## src/rtl/block_decoder_pkg.sv

```systemverilog
// rtl/block_decoder_pkg.sv - cipher constants, state encoding and S-box/key-schedule helpers
package block_decoder_pkg;

  localparam int BLOCK_LEN = 64;
  localparam int KEY_LEN   = 80;
  localparam int NROUNDS   = 25;
  localparam int RC_W      = 5;

  // Nibble n of each table holds the substitution of n.
  localparam logic [63:0] SBOX_TBL     = 64'h6358_F02D_AC97_1B4E;
  localparam logic [63:0] INV_SBOX_TBL = 64'hB086_275C_4FD1_E93A;

  typedef enum logic [1:0] {
    ST_IDLE,
    ST_KEXP,
    ST_WHITEN,
    ST_ROUND
  } dec_state_t;

  function automatic logic [3:0] sbox(input logic [3:0] n);
    return SBOX_TBL[4*n +: 4];
  endfunction

  function automatic logic [3:0] inv_sbox(input logic [3:0] n);
    return INV_SBOX_TBL[4*n +: 4];
  endfunction

  function automatic int lane_rot(input int lane);
    case (lane)
      0:       return 1;
      1:       return 4;
      2:       return 7;
      default: return 9;
    endcase
  endfunction

  function automatic logic [15:0] rotr16(input logic [15:0] v, input int n);
    return (v >> n) | (v << (16 - n));
  endfunction

  // Forward key step: rotate left 13, inject round counter, substitute low nibble.
  function automatic logic [KEY_LEN-1:0] key_gen(input logic [KEY_LEN-1:0] k,
                                                 input logic [RC_W-1:0]    rc);
    logic [KEY_LEN-1:0] w;
    w         = {k[66:0], k[79:67]};
    w[63:59]  = w[63:59] ^ rc;
    w[3:0]    = sbox(w[3:0]);
    return w;
  endfunction

endpackage

```

## src/rtl/block_decoder_if.sv

```systemverilog
// rtl/block_decoder_if.sv - start/done request interface between a requester and the decoder
interface block_decoder_if;
  import block_decoder_pkg::*;

  logic                 start;
  logic [BLOCK_LEN-1:0] c_text;
  logic [KEY_LEN-1:0]   m_key;
  logic                 busy;
  logic                 done;
  logic [BLOCK_LEN-1:0] p_text;

  modport master (
    output start, c_text, m_key,
    input  busy, done, p_text
  );

  modport slave (
    input  start, c_text, m_key,
    output busy, done, p_text
  );

endinterface

```

## src/rtl/block_decoder_round_dec.sv

```systemverilog
// rtl/block_decoder_round_dec.sv - combinational inverse round and inverse key step
module block_decoder_round_dec
  import block_decoder_pkg::*;
(
  input  logic [KEY_LEN-1:0]   key,
  input  logic [RC_W-1:0]      rc,
  input  logic [BLOCK_LEN-1:0] s,
  output logic [BLOCK_LEN-1:0] s_next,
  output logic [KEY_LEN-1:0]   key_prev
);

  logic [3:0][15:0]     x;
  logic [3:0][15:0]     w;
  logic [3:0][15:0]     unrot;
  logic [BLOCK_LEN-1:0] unswap;
  logic [BLOCK_LEN-1:0] unsub;
  logic [KEY_LEN-1:0]   kw;

  assign x = s;

  // Undo the XOR mix; lanes 3 and 0 first since 2 and 1 depend on them.
  assign w[3] = x[3] ^ x[2];
  assign w[0] = x[0] ^ x[1];
  assign w[2] = x[2] ^ w[0];
  assign w[1] = x[1] ^ w[3];

  always_comb begin
    unrot  = '0;
    unswap = '0;
    for (int i = 0; i < 4; i++) begin
      unrot[i]             = rotr16(w[i], lane_rot(i));
      unswap[16*i +: 16]   = {unrot[i][7:0], unrot[i][15:8]};
    end
  end

  always_comb begin
    unsub = '0;
    for (int i = 0; i < 16; i++) begin
      unsub[4*i +: 4] = inv_sbox(unswap[4*i +: 4]);
    end
  end

  assign s_next = unsub ^ key[BLOCK_LEN-1:0];

  always_comb begin
    kw        = key;
    kw[3:0]   = inv_sbox(key[3:0]);
    kw[63:59] = key[63:59] ^ rc;
  end

  assign key_prev = {kw[12:0], kw[79:13]};

endmodule

```

## src/rtl/block_decoder.sv

```systemverilog
// rtl/block_decoder.sv - iterative 25-round decryptor, one inverse round per clock
module block_decoder
  import block_decoder_pkg::*;
(
  input  logic           clk,
  input  logic           reset,
  block_decoder_if.slave io
);

  dec_state_t           state_q, state_d;
  logic [RC_W-1:0]      rc_q, rc_d, ikg_rc;
  logic [KEY_LEN-1:0]   key_q, key_d, key_prev;
  logic [BLOCK_LEN-1:0] s_q, s_d, s_next;
  logic [BLOCK_LEN-1:0] p_q, p_d;
  logic                 busy_q, busy_d;
  logic                 done_q, done_d;

  // WHITEN steps K25 back to K24; each ROUND steps Krc back to Krc-1.
  assign ikg_rc = (state_q == ST_WHITEN) ? RC_W'(NROUNDS - 1) : rc_q - RC_W'(1);

  block_decoder_round_dec u_round_dec (
    .key      (key_q),
    .rc       (ikg_rc),
    .s        (s_q),
    .s_next   (s_next),
    .key_prev (key_prev)
  );

  always_ff @(posedge clk or negedge reset) begin
    if (!reset) begin
      state_q <= ST_IDLE;
      rc_q    <= '0;
      key_q   <= '0;
      s_q     <= '0;
      p_q     <= '0;
      busy_q  <= 1'b0;
      done_q  <= 1'b0;
    end else begin
      state_q <= state_d;
      rc_q    <= rc_d;
      key_q   <= key_d;
      s_q     <= s_d;
      p_q     <= p_d;
      busy_q  <= busy_d;
      done_q  <= done_d;
    end
  end

  always_comb begin
    state_d = state_q;
    rc_d    = rc_q;
    key_d   = key_q;
    s_d     = s_q;
    p_d     = p_q;
    busy_d  = busy_q;
    done_d  = done_q;
    unique case (state_q)
      ST_IDLE: begin
        done_d = 1'b0;
        if (io.start) begin
          s_d     = io.c_text;
          key_d   = io.m_key;
          rc_d    = '0;
          busy_d  = 1'b1;
          state_d = ST_KEXP;
        end
      end
      ST_KEXP: begin
        key_d = key_gen(key_q, rc_q);
        rc_d  = rc_q + RC_W'(1);
        if (rc_q == RC_W'(NROUNDS - 1)) begin
          state_d = ST_WHITEN;
        end
      end
      ST_WHITEN: begin
        s_d     = s_q ^ key_q[BLOCK_LEN-1:0];
        key_d   = key_prev;
        rc_d    = RC_W'(NROUNDS - 1);
        state_d = ST_ROUND;
      end
      ST_ROUND: begin
        s_d = s_next;
        if (rc_q != '0) begin
          key_d = key_prev;
          rc_d  = rc_q - RC_W'(1);
        end else begin
          p_d     = s_next;
          done_d  = 1'b1;
          busy_d  = 1'b0;
          state_d = ST_IDLE;
        end
      end
      default: state_d = ST_IDLE;
    endcase
  end

  assign io.busy   = busy_q;
  assign io.done   = done_q;
  assign io.p_text = p_q;

endmodule
```

## src/flat_wrapper.sv

```systemverilog
// flat-port wrapper written by rule: the top's interface ports become plain ports
module block_decoder_flat import block_decoder_pkg::*;
  (clk, reset, io_start, io_c_text, io_m_key, io_busy, io_done, io_p_text);
  block_decoder_if io_i ();
  input  logic clk;
  input  logic reset;
  input wire logic [$bits(io_i.start)-1:0] io_start;
  input wire logic [$bits(io_i.c_text)-1:0] io_c_text;
  input wire logic [$bits(io_i.m_key)-1:0] io_m_key;
  output wire logic [$bits(io_i.busy)-1:0] io_busy;
  output wire logic [$bits(io_i.done)-1:0] io_done;
  output wire logic [$bits(io_i.p_text)-1:0] io_p_text;
  assign io_i.start = io_start;
  assign io_i.c_text = io_c_text;
  assign io_i.m_key = io_m_key;
  assign io_busy = io_i.busy;
  assign io_done = io_i.done;
  assign io_p_text = io_i.p_text;
  block_decoder u_core (.clk(clk), .reset(reset), .io(io_i));
endmodule
```

## config.mk

```make
export PLATFORM = sky130hd
export DESIGN_NAME = block_decoder_flat
export DESIGN_NICKNAME = d
export VERILOG_FILES = /design/src/rtl/block_decoder_pkg.sv /design/src/rtl/block_decoder_if.sv /design/src/rtl/block_decoder_round_dec.sv /design/src/rtl/block_decoder.sv /design/src/flat_wrapper.sv
export SDC_FILE = /design/constraint.sdc
export NUM_CORES = 1
export LEC_CHECK = 0
export CAP_MARGIN = 5
export CORE_ASPECT_RATIO = 1.75
export CORE_UTILIZATION = 50
export CTS_BUF_LIST = sky130_fd_sc_hd__clkbuf_4
export DETAILED_ROUTE_END_ITERATION = 8
export PLACE_DENSITY = 0.78
export SYNTH_ARGS = -nofsm -noshare
export SYNTH_HDL_FRONTEND = slang
export SYNTH_HIERARCHICAL = 1
export SYNTH_SLANG_ARGS = --single-unit
```

## constraint.sdc

```tcl
create_clock -name clk -period 2.8 [get_ports clk]
set_input_delay 0.56 -clock clk [delete_from_list [all_inputs] [get_ports clk]]
set_output_delay 0.56 -clock clk [all_outputs]
set_load 0.1 [all_outputs]
```

==> results of run 1 <==
worst paths after layout:
| path | from | to | slack [ns] | cells past startpoint |
|---|---|---|---|---|
| min in group clk | io_m_key[58] | u_core/key_q[58] | 0.42 | 3 |
| min | reset | u_core/key_q[9] | 0.37 | 2 |
| max | u_core/s_q[43] | u_core/s_q[45] | 0.07 | 8 |
| max reg2reg | u_core/s_q[43] | u_core/s_q[45] | 0.07 | 8 |
| max in group asynchronous | reset | u_core/io.p_text[39] | 1.56 | 3 |
| min reg2reg | u_core/io.p_text[57] | u_core/io.p_text[57] | 0.51 | 1 |
layout make-up:
| class | instances | area, um2 | share of cell area |
|---|---|---|---|
| multi-input cells | 1267 | 9943 | 0.5063 |
| flip-flops and latches | 217 | 5430 | 0.2765 |
| repair buffers | 302 | 2789 | 0.1420 |
| clock buffers | 67 | 503.0 | 0.02561 |
| well taps | 400 | 500.5 | 0.02549 |
| inverters | 62 | 236.5 | 0.01204 |
| clock inverters | 32 | 232.7 | 0.01185 |
| diodes | 1 | 2.502 | 0.0001274 |
cell families (layout without fill, tap and decap cells):
logic type	Yosys count	after routing	synth area share
buf+inv	258	463	0.07940
fa+ha+maj	57	57	0.04253
mux	154	154	0.1043
compound gates	455	455	0.1988
flops	217	217	0.3273
simple gates	439	439	0.1264
xor+xnor	162	162	0.1213
other cells	0	1	0
cells in the mapped netlist, drive strengths merged (2+ instances only):
cell type,number
a311oi,3
o31ai,82
a21oi,53
a21o,2
nor2b,85
nor3b,2
nand3,17
mux4,8
o211ai,16
xnor3,11
nand2,118
o21a,7
a31oi,10
ha,54
a32o,2
mux2,71
xor2,47
o21ai,43
buf,115
and2,2
a21boi,4
a2111oi,3
a22o,2
a221oi,141
nor4,8
dfrtp,217
inv,61
nor2,112
o22ai,67
mux2i,75
o221ai,4
maj3,3
clkbuf,81
nand3b,6
or2,8
nand2b,10
nor3,66
xor3,18
xnor2,86
a211oi,9
state kept, by name, summed over array words and instances, names as in the netlist:
signal and count:
u_core/io.p_text 64, u_core/key_q 80, u_core/state_q 2, u_core/rc_q 5, u_core/io.done 1, u_core/io.busy 1, u_core/s_q 64
metrics by stage:
stage               hold WS, ns  cells
finish                   0.3712   2348
global route             0.4283   2348
CTS                      0.3903   2347
detailed placement       0.4945   2247
global placement         0.4908   2247
floorplan                0.2644   1742
routing by layer:
layer / vias to the layer above / routed length (um)
li1: 6710 / -
met3: 297 / 5205
met4: 0 / 7132
met1: 7384 / 20590
met2: 990 / 27170
met5: - / 0
repair_timing:
item / in CTS / in global routing
hold endpoints to repair: 60 / 0
endpoints found under the setup margin: 5 / 4
gates resized for setup: 1 / 5
hold buffers: 1 / 0
==> flow_metrics.env, run 1 <==
export IMPL_place_ws_ns=-0.06512
export IMPL_routed_wl_um=60100
export IMPL_areaGrowthSynthToFinish_pct=18.35
export IMPL_startpoint_type="flip-flop"
export IMPL_overflow=0
export IMPL_grtUsageMet1=0.3973
export IMPL_fin_crit_sh=0.9747
export IMPL_path_buf_inv=1
export IMPL_grt_setup_unrepaired="no"
export IMPL_worstHoldPathType="input pin to asynchronous set/reset pin"
export IMPL_nFillCells=2787
export IMPL_use_met2=0.5443
export IMPL_clkTransAtPathRegs_ns=0.08
export IMPL_die_y_um=243.0
export IMPL_io_buffers=212
export IMPL_yosys_top_cells_area="dfrtp_1 (33%), a221oi_1 (7.4%), mux2_2 (4.8%), mux2i_1 (4.5%), ha_1 (4.1%)"
export IMPL_worst_pin_slew_ns=0.8691
export IMPL_fmax_ghz=0.3664
export IMPL_cts_tree="built"
export IMPL_rows=87
export IMPL_initial_core_util=0.5115
export IMPL_gp_congestion=1.018
export IMPL_dp_hpwl_um=43700
export IMPL_htree_levels=2
export IMPL_drv_cap=0
export IMPL_wl_per_cell_um=25.60
export IMPL_vias_per_cell=6.551
export IMPL_final_cell_mix="dfrtp_1 (217), clkdlybuf4s50_1 (145), buf_4 (143), a221oi_1 (138), nand2_1 (117)"
export IMPL_drive_above_1_share=0.1864
export IMPL_yosys_warnings=6
export IMPL_yosysSeqAreaShare=0.3273
export IMPL_finalMaxSlewViolations=0
export IMPL_post_route_util=0.6054
export IMPL_hold_viol_final=0
export IMPL_cts_sinks=217
export IMPL_path_cells="xnor3_1 > inv_1 > ha_1 > o211ai_1 > o21ai_0 > xnor2_1 > a221oi_1 > o22ai_1"
export IMPL_layout_commonest_cell="dfrtp_1"
export IMPL_setup_viol=0
export IMPL_max_slew_margin=0.4186
export IMPL_nNetsFinal=2106
export IMPL_drtPass1Iterations=6
export IMPL_netlist_instances=1742
export IMPL_synth_nets=1943
export IMPL_cp_data_arrival_time_ns=3.36
export IMPL_gr_usage_all_layers=0.3534
export IMPL_postRouteAntennaNets=0
export IMPL_drt_iter0_drc=1559
export IMPL_cpLargestDelayFamily="compound AO/OA/AOI/OAI gates"
export IMPL_worstSetupPathType="flip-flop to flip-flop"
export IMPL_cts_buffer_depth=3
export IMPL_grt_max_degree=166
export IMPL_worstSetupEndpointType="flip-flop"
export IMPL_cts_setup_buffers=0
export IMPL_crit_path_max_fanout=6
export IMPL_required_ns=3.43
export IMPL_slowest_stage="xnor3_1"
export IMPL_use_met3=0.05978
export IMPL_root_buffer="clkbuf_4"
export IMPL_fin_ws_ns=0.07090
export IMPL_tns_ns=0
export IMPL_fp_coreArea_um2=32440
export IMPL_ys_flop_type="dfrtp_1"
export IMPL_status="complete, no violations"
export IMPL_busiest_layer="met2"
export IMPL_final_area_um2=19640
export IMPL_fin_worst_skew_ns=0.05577
export IMPL_die_w_um=139.7
export IMPL_synthArstFlopShare=1.000
export IMPL_yosysTopAreaCell="dfrtp_1"
export IMPL_syn_area_um2=16590
export IMPL_fin_crit_ns=2.729
export IMPL_yosys_area_top_type_share=0.3273
export IMPL_drc=0
export IMPL_syn_area_per_cell_um2=9.525
export IMPL_synth_edff_count=0
export IMPL_first_global_vias=14980
export IMPL_die_area_um2=33950
export IMPL_cts_buffers=55
export IMPL_cp_slowest_stage_delay_ns=0.51
export IMPL_clk_latency_ns=0.76
export IMPL_place_area_um2=18840
export IMPL_antenna_found_initial=1
export IMPL_grt_pass1_wl_um=89680
export IMPL_ioPinCount=213
export IMPL_num_vias=15380
export IMPL_ys_types=68
export IMPL_synth_seq_cells=217
Power of run 1 is not shown: default switching activity piles up to over one toggle a cycle in this logic, so the estimate is an artifact.
==> run 2: changes to the inputs <==
--- a/config.mk
+++ b/config.mk
@@ -5,8 +5,10 @@
 export SDC_FILE = /design/constraint.sdc
 export NUM_CORES = 1
 export LEC_CHECK = 0
+export ABC_AREA = 1
 export CAP_MARGIN = 5
 export CORE_ASPECT_RATIO = 1.75
+export CORE_MARGIN = 2
 export CORE_UTILIZATION = 50
 export CTS_BUF_LIST = sky130_fd_sc_hd__clkbuf_4
 export DETAILED_ROUTE_END_ITERATION = 8
==> run 2 against run 1 <==
  * Critical path depth increased by 7
  * Wire length increased by 15%
  * Flip-flop and latch count unchanged
  * Die area increased by 6.1%
  * Worst setup slack improved by 0.21 ns
  * Critical path type unchanged
==> flow_metrics.env, run 2 <==
export IMPL_status="complete, no violations"
export IMPL_required_ns=3.43
export IMPL_dp_hpwl_um=52120
export IMPL_worstSetupPathType="flip-flop to flip-flop"
export IMPL_largest_register="u_core/key_q"
export IMPL_wl_per_cell_um=20.63
export IMPL_fin_worst_skew_ns=0.03201
export IMPL_cts_sinks=217
export IMPL_grt_max_degree=88
export IMPL_die_y_um=249.6
export IMPL_root_buffer="clkbuf_4"
export IMPL_r2r_start="u_core/s_q[32]"
export IMPL_yosys_area_top_type_share=0.3151
export IMPL_synthArstFlopShare=1.000
export IMPL_setup_viol=0
export IMPL_startpoint_type="flip-flop"
export IMPL_gr_usage_all_layers=0.3787
export IMPL_cts_buffer_depth=3
export IMPL_clk_latency_ns=0.76
export IMPL_final_cell_mix="nand2_1 (1,165), nand3_1 (223), dfrtp_1 (217), inv_1 (166), clkdlybuf4s50_1 (145)"
export IMPL_tns_ns=0
export IMPL_reg2regPathDepth=15
export IMPL_nNetsFinal=3042
export IMPL_ys_flop_type="dfrtp_1"
export IMPL_fp_coreArea_um2=34230
export IMPL_finalMaxSlewViolations=0
export IMPL_initial_core_util=0.5034
export IMPL_cp_data_arrival_time_ns=3.15
export IMPL_antenna_found_initial=3
export IMPL_path_cells="inv_1 > nand2_1 > nand2_1 > nand2_1 > nand2_1 > inv_1 > ha_1 > inv_1 > nand2_1 > nand2_1 > nand2_1 > nand3_1 > nand2_1 > a22oi_1 > a31oi_1"
export IMPL_drc=0
export IMPL_die_w_um=144.3
export IMPL_yosysMostFrequentCell="nand2_1"
export IMPL_clkTransAtPathRegs_ns=0.09
export IMPL_cp_slowest_stage_delay_ns=0.45
export IMPL_syn_area_per_cell_um2=6.381
export IMPL_timing_rr_end="u_core/s_q[22]"
export IMPL_die_area_um2=36030
export IMPL_grt_setup_unrepaired="no"
export IMPL_netlist_instances=2701
export IMPL_synth_edff_count=0
export IMPL_ys_types=34
export IMPL_io_buffers=212
export IMPL_hold_viol_final=0
export IMPL_synth_nets=2902
export IMPL_overflow=0
export IMPL_rows=90
export IMPL_drv_cap=0
export IMPL_drtPass1Iterations=9
export IMPL_vias_per_cell=5.707
export IMPL_routed_wl_um=68900
export IMPL_cts_buffers=55
export IMPL_reg2reg_slack_ns=0.28
export IMPL_slowest_stage="dfrtp_1"
export IMPL_fin_crit_sh=0.8994
export IMPL_layout_commonest_cell="nand2_1"
export IMPL_largest_reg_flops=80
export IMPL_max_slew_margin=0.3653
export IMPL_areaGrowthSynthToFinish_pct=15.46
export IMPL_htree_levels=2
export IMPL_yosys_warnings=6
export IMPL_worstSetupEndpointType="flip-flop"
export IMPL_synth_seq_cells=217
export IMPL_ioPinCount=213
export IMPL_cts_setup_buffers=0
export IMPL_fmax_ghz=0.3971
export IMPL_worst_pin_slew_ns=0.9520
export IMPL_crit_path_max_fanout=8
export IMPL_drt_iter0_drc=1440
export IMPL_yosysTopAreaCell="dfrtp_1"
export IMPL_worstHoldPathType="input pin to asynchronous set/reset pin"
export IMPL_num_vias=19060
export IMPL_cts_tree="built"
export IMPL_yosysSeqAreaShare=0.3151
export IMPL_fin_crit_ns=2.518
export IMPL_grt_pass1_wl_um=102400
export IMPL_yosys_top_cells_area="dfrtp_1 (32%), nand2_1 (25%), nand3_1 (6.5%), ha_1 (3.9%), o21ai_0 (3.7%)"
export IMPL_first_global_vias=18000
export IMPL_crit_top_cell="nand2_1"
export IMPL_gp_congestion=0.9934
export IMPL_syn_area_um2=17230
export IMPL_drive_above_1_share=0.1022
export IMPL_ys_top_cells_by_count="nand2_1 (1,166), nand3_1 (223), dfrtp_1 (217)"
export IMPL_postRouteAntennaNets=0
-- run 2: changes by cell type after synthesis, moves of 75 or more --
cell      delta
o21ai_0     +89
mux2i_1     -75
nand3_1    +206
a221oi_1   -140
inv_1      +110
nor2b_1     -85
o31ai_1     -82
nand2_1   +1048
-- run 2: stage by stage --
step / cells / setup slack [ns] / instance area (um2) / util / hold WS (ns)
3_5_place_dp: 3243 / 0.3230 / 19210 / 0.5613 / 0.4665
5_1_grt: 3339 / 0.1283 / 19900 / 0.5812 / 0.3954
4_1_cts: 3338 / 0.3204 / 19890 / 0.5811 / 0.3870
2_1_floorplan: 2701 / 0.7512 / 17230 / - / 0.2644
6_report: 3340 / 0.2818 / 19900 / 0.5813 / 0.3588
3_3_place_gp: 3243 / 0.3294 / 19210 / 0.5613 / 0.4649
-- run 2: final cells by class --
class                      count  area (um2)
clock buffer                  75       563.0
multi-input combinational   2132       10110
sequential                   217        5430
inverter                     175       656.9
clock inverter                19       103.9
antenna                        2       5.005
tap                          460       575.6
timing repair buffer         260        2450
fill                        3400       14330
-- run 2: how the worst max path moves through the flow --
| stage | startpoint | end | slack, ns |
|---|---|---|---|
| CTS | u_core/s_q[36] | u_core/s_q[27] | 0.32 |
| global placement | u_core/s_q[45] | u_core/s_q[19] | 0.33 |
| global route | u_core/s_q[4] | u_core/s_q[39] | 0.13 |
| floorplan | u_core/s_q[32] | u_core/s_q[20] | 0.75 |
| detailed placement | u_core/s_q[36] | u_core/s_q[27] | 0.32 |
| finish | u_core/s_q[32] | u_core/s_q[22] | 0.28 |
-- run 2: logic make-up (layout without fill, tap and decap cells) --
family | after synthesis | count (layout) | synth area share
simple gates | 1602 | 1602 | 0.3825
compound gates | 443 | 443 | 0.1456
buf+inv | 352 | 529 | 0.1004
flops | 217 | 217 | 0.3151
fa+ha+maj | 54 | 54 | 0.03920
xor+xnor | 33 | 33 | 0.01721
other cells | 0 | 2 | 0
-- run 2: critical path: cells and delay by family, from the launching register on --
kind	cells	cell delay [ns]
simple gates	9	0.87
compound gates	2	0.51
flops	1	0.45
buf+inv	3	0.34
fa+ha+maj	1	0.23
-- run 2: timing repair --
action	4_1_cts	5_1_grt
setup endpoints to repair	0	4
endpoints found under the hold margin	68	0
hold buffers	1	0
resized for setup	0	1
-- run 2: routing by layer --
layer	GRT usage	vias up	part of all wire
li1	-	9010	-
met1	0.3989	8894	0.34
met2	0.6268	883	0.48
met3	0.07118	274	0.068
met4	0.3431	2	0.11
met5	0	-	0.00023
Power of run 2 is left out for the same reason.
